--- config.mk ---
export PLATFORM = sky130hd
export DESIGN_NAME = picorv32_trace_buf
export DESIGN_NICKNAME = d
export VERILOG_FILES = /design/src/rtl/picorv32_trace_buf.sv
export SDC_FILE = /design/constraint.sdc
export NUM_CORES = 1
export LEC_CHECK = 0
export ABC_AREA = 0
export CORE_UTILIZATION = 55
export CTS_BUF_LIST = sky130_fd_sc_hd__clkbuf_16
export DETAILED_ROUTE_END_ITERATION = 6
export PLACE_DENSITY_LB_ADDON = 0.08
export SYNTH_ARGS = -nofsm -noshare
export SYNTH_HDL_FRONTEND = slang
export SYNTH_SLANG_ARGS = --single-unit
--- constraint.sdc ---
create_clock -name clk -period 4.65 [get_ports clk]
set_input_delay 0.93 -clock clk [delete_from_list [all_inputs] [get_ports clk]]
set_output_delay 0.93 -clock clk [all_outputs]
set_load 0.005 [all_outputs]
--- src/rtl/picorv32_trace_buf.sv ---
// Trace capture buffer for the picorv32 trace port: a first-word fall-through FIFO
// with drop/beat counters, a checksum, and a post-trap freeze so the tail of execution is kept.
module picorv32_trace_buf #(
  parameter int DEPTH     = 16,
  parameter int DW        = 36,
  parameter int CNT_W     = 32,
  parameter int POST_TRAP = 8
) (
  input  logic                   clk,
  input  logic                   resetn,
  input  logic                   en,
  input  logic                   clear,
  input  logic                   trap,
  input  logic                   in_valid,
  input  logic [DW-1:0]          in_data,
  output logic                   out_valid,
  input  logic                   out_ready,
  output logic [DW-1:0]          out_data,
  output logic [$clog2(DEPTH):0] level,
  output logic                   full,
  output logic                   empty,
  output logic [CNT_W-1:0]       beat_cnt,
  output logic [CNT_W-1:0]       drop_cnt,
  output logic [31:0]            csum,
  output logic                   frozen
);

  localparam int AW = $clog2(DEPTH);
  localparam int PW = (POST_TRAP > 0) ? $clog2(POST_TRAP + 1) : 1;

  typedef enum logic [1:0] {ST_RUN, ST_POST, ST_FROZEN} state_t;

  state_t        state;
  logic [PW-1:0] pcnt;
  logic [DW-1:0] mem [DEPTH];
  logic [AW-1:0] wr_ptr;
  logic [AW-1:0] rd_ptr;
  logic          capture;
  logic          pop;
  logic          push;
  logic          drop;

  assign capture   = en && in_valid && (state != ST_FROZEN);
  assign pop       = out_valid && out_ready;
  assign push      = capture && (!full || pop);
  assign drop      = capture && full && !pop;
  assign out_valid = (level != '0);
  assign empty     = (level == '0);
  assign full      = (level == (AW + 1)'(DEPTH));
  assign out_data  = mem[rd_ptr];
  assign frozen    = (state == ST_FROZEN);

  // Storage has no reset; validity is tracked entirely by level and the pointers.
  always_ff @(posedge clk) begin
    if (resetn && !clear && push)
      mem[wr_ptr] <= in_data;
  end

  always_ff @(posedge clk) begin
    if (!resetn || clear) begin
      wr_ptr   <= '0;
      rd_ptr   <= '0;
      level    <= '0;
      beat_cnt <= '0;
      drop_cnt <= '0;
      csum     <= '0;
    end else begin
      if (push) begin
        wr_ptr <= wr_ptr + AW'(1);
        csum   <= {csum[30:0], csum[31]} ^ in_data[31:0] ^ {28'b0, in_data[35:32]};
      end
      if (pop)
        rd_ptr <= rd_ptr + AW'(1);
      case ({push, pop})
        2'b10:   level <= level + (AW + 1)'(1);
        2'b01:   level <= level - (AW + 1)'(1);
        default: level <= level;
      endcase
      if (capture && (beat_cnt != '1))
        beat_cnt <= beat_cnt + CNT_W'(1);
      if (drop && (drop_cnt != '1))
        drop_cnt <= drop_cnt + CNT_W'(1);
    end
  end

  // pcnt holds the number of post-trap captures still allowed before freezing.
  always_ff @(posedge clk) begin
    if (!resetn || clear) begin
      state <= ST_RUN;
      pcnt  <= '0;
    end else begin
      case (state)
        ST_RUN: begin
          if (trap) begin
            if (POST_TRAP == 0) begin
              state <= ST_FROZEN;
            end else begin
              state <= ST_POST;
              pcnt  <= PW'(POST_TRAP);
            end
          end
        end
        ST_POST: begin
          if (capture) begin
            if (pcnt == PW'(1)) begin
              state <= ST_FROZEN;
              pcnt  <= '0;
            end else begin
              pcnt <= pcnt - PW'(1);
            end
          end
        end
        ST_FROZEN: state <= ST_FROZEN;
        default: begin
          state <= ST_RUN;
          pcnt  <= '0;
        end
      endcase
    end
  end

endmodule

==> flow_metrics.env <==
export IMPL_crit_type="flip-flop to output pin"
export IMPL_die_area_um2=50900
export IMPL_timing_final_crit_share=0.858
export IMPL_wl_met1_um=25600
export IMPL_dpl_cell_area_um2=30400
export IMPL_clockBufferDepth=3
export IMPL_drc_errors=0
export IMPL_ir_drop_v=0.000267
export IMPL_fillers=3326
export IMPL_instances_no_fill=2440
export IMPL_max_slew_margin=0.276
export IMPL_finish_net_count=1778
export IMPL_worst_clock_skew_ps=20.4
export IMPL_arrival_ps=3060
export IMPL_wl_met3_um=3380
export IMPL_grt_usage=0.241
export IMPL_post_cts_buffers=0
export IMPL_rsz0062_at_grt="false"
export IMPL_die_w_um=226
export IMPL_first_pass_iters=5
export IMPL_worstPathMaxFanout=47
export IMPL_gp_congestion=0.824
export IMPL_p_total_mw=12.6
export IMPL_yosysWarnings=0
export IMPL_vias=14842
export IMPL_r2r_start="state[0]"
export IMPL_rr_worst_depth=7
export IMPL_synth_seq_cells=695
export IMPL_vias_per_cell=6.08
export IMPL_drtIter0Drc=1231
export IMPL_ioPinCount=184
export IMPL_start_kind="flip-flop"
export IMPL_hold_end="pcnt[3]"
export IMPL_setup_viol=0
export IMPL_core_area_um2=49200
export IMPL_synth_top_area_cell="edfxtp_1"
export IMPL_die_h_um=226
export IMPL_syn_avg_cell_area_um2=18.2
export IMPL_status="completed"
export IMPL_netlist_top_cells_area="edfxtp_1 63%, mux4_2 15%, dfxtp_1 8.7%"
export IMPL_final_cell_area_um2=32600
export IMPL_cts_hold_buf=0
export IMPL_ctsResizeCount=0
export IMPL_syn_inst=1510
export IMPL_portBuffers=183
export IMPL_final_util=0.663
export IMPL_htree_levels=3
export IMPL_syn_area_um2=27500
export IMPL_dp_hpwl_um=33700
export IMPL_numPlacedInstances=2311
export IMPL_wl_per_cell_um=24.3
export IMPL_yosysTopAreaCellShare=0.629
export IMPL_fin_ws_ps=662
export IMPL_top_layer_used="met4"
export IMPL_hold_path_startpoint="pcnt[3]"
export IMPL_seq_area_frac_synth=0.715
export IMPL_grt_pass1_wl_um=90600
export IMPL_drv_cap=0
export IMPL_grt_max_degree=82
export IMPL_syn_to_final_growth_pct=18.4
export IMPL_regToRegSetupSlack_ps=1860
export IMPL_overflow=0
export IMPL_ys_flop_type="edfxtp_1"
export IMPL_hold_path_depth=2
export IMPL_power_density_nw_per_um2=387
export IMPL_rows=81
export IMPL_synth_async_reset_ratio=0
export IMPL_ant_nets=0
export IMPL_dr_wl_met2_um=29400
export IMPL_fin_tns_setup_ps=0
export IMPL_worst_pin_slew_ps=1060
export IMPL_clk_pin_slew_ps=60
export IMPL_cts_root_buf="clkbuf_16"
export IMPL_critPathCaptureType="output pin"
export IMPL_initial_utilization=0.560
export IMPL_tritoncts="done"
export IMPL_cts_buffers=72
export IMPL_insertion_delay_ps=590
export IMPL_p_leak_nw=10.0
export IMPL_max_clock_freq_ghz=0.251
export IMPL_syn_nets=1567
export IMPL_hold_class="flip-flop to flip-flop"
export IMPL_reg2reg_to="drop_cnt[18]"
export IMPL_numClockSinks=695
export IMPL_pre_cts_ws_ps=1120
export IMPL_hold_worst_slack_ps=493
export IMPL_synth_cell_types=58
export IMPL_finalHoldViolations=0
export IMPL_finalWirelength_um=59400
export IMPL_slew_violations=0
export IMPL_min_period_ps=3990
export IMPL_synth_edf_count=576
export IMPL_drive_above_1_share=0.196
export IMPL_crit_required_ps=3720
export IMPL_grt_pass1_vias=14957
export IMPL_antenna_found_initial=0
cells in the mapped netlist (2+ instances only):
master,instances
and4_1,16
buf_2,5
or2_2,2
mux2i_1,5
ha_1,14
nor3b_1,2
and2_1,7
or4b_2,3
nand4_1,23
xor2_1,5
a211oi_1,30
buf_1,15
or3_1,27
nand3b_1,4
nor3_1,7
xnor2_1,44
mux4_2,180
a21o_1,2
o41ai_1,4
nand3_1,18
o31ai_1,16
a41o_1,3
nor2_1,63
edfxtp_1,576
nand4_2,2
a21oi_1,61
and3_1,19
clkbuf_1,57
o21ai_0,40
o211ai_1,5
a2111oi_0,3
a211o_1,2
inv_1,16
nor4_1,5
nor2b_1,4
a31oi_1,4
or4_1,21
nand2b_1,5
or4_2,2
dfxtp_1,119
nand2_1,57
routing by layer:
metal  vias to the layer above  global-route usage
met2                       424               0.391
met3                        76              0.0406
met5                         -                   0
li1                       6609                   -
met4                         0              0.0603
met1                      7733               0.343
how the worst max path moves through the flow:
| stage | from | to | slack [ps] | cells past startpoint |
|---|---|---|---|---|
| 2_1_floorplan | in_valid | mem[3][0] | 1370 | 6 |
| 3_3_place_gp | out_ready | mem[14][18] | 1110 | 7 |
| 3_5_place_dp | out_ready | mem[12][19] | 1120 | 7 |
| 4_1_cts | flip-flop | out_data[29] | 620 | 4 |
| 5_1_grt | flip-flop | out_data[33] | 570 | 4 |
| 6_report | flip-flop | out_data[33] | 660 | 4 |
report_power, final:
group	internal, mW	switching [mW]
clock network	3.11	2.28
logic	0.208	0.239
registers	6.75	0.0200
total	10.1	2.53
state kept, by name (all words and copies together) (netlist names), named ones only:
name	cells
level	5
mem	576
pcnt	4
wr_ptr	4
state	2
drop_cnt	32
rd_ptr	4
beat_cnt	32
csum	32
layout make-up:
cell class                      count  area [µm²]  share of cell area
Antenna cell                        1        2.50           0.0000768
Tap cell                          664         831              0.0255
Clock inverter                     55         367              0.0113
Inverter                           16        60.1             0.00184
Multi-Input combinational cell    719        7490               0.230
Timing Repair Buffer              217        2310              0.0710
Clock buffer                       73        1830              0.0561
Sequential cell                   695       19700               0.604
cell families (layout without fill, tap and decap cells):
group	Yosys count	after routing	share of synthesized area
DFF	695	695	0.715
and+or+nand+nor	294	294	0.0598
muxes	185	185	0.149
AOI/OAI and AO/OA	177	177	0.0399
buffers and inverters	96	361	0.0140
xor gates and xnor gates	49	49	0.0156
adders and majority gates	14	14	0.00637
other	0	1	0
cell usage in the layout (no fill, tap or decap), types with 21 or more instances in the layout:
cell | synthesis | final
edfxtp_1 | 576 | 576
clkdlybuf4s50_1 | 0 | 183
mux4_2 | 180 | 180
dfxtp_1 | 119 | 115
clkbuf_16 | 0 | 73
nor2_1 | 63 | 63
a21oi_1 | 61 | 60
nand2_1 | 57 | 57
xnor2_1 | 44 | 44
o21ai_0 | 40 | 40
inv_1 | 16 | 33
a211oi_1 | 30 | 30
or3_1 | 27 | 27
nand4_1 | 23 | 23
or4_1 | 21 | 21
worst max-delay path: stages (launching register included):
cell	delay [ps]
dfxtp_4	440
buf_12	340
mux4_2	610
mux4_2	520
clkdlybuf4s50_1	480
Power figures use the tool's default switching activity.
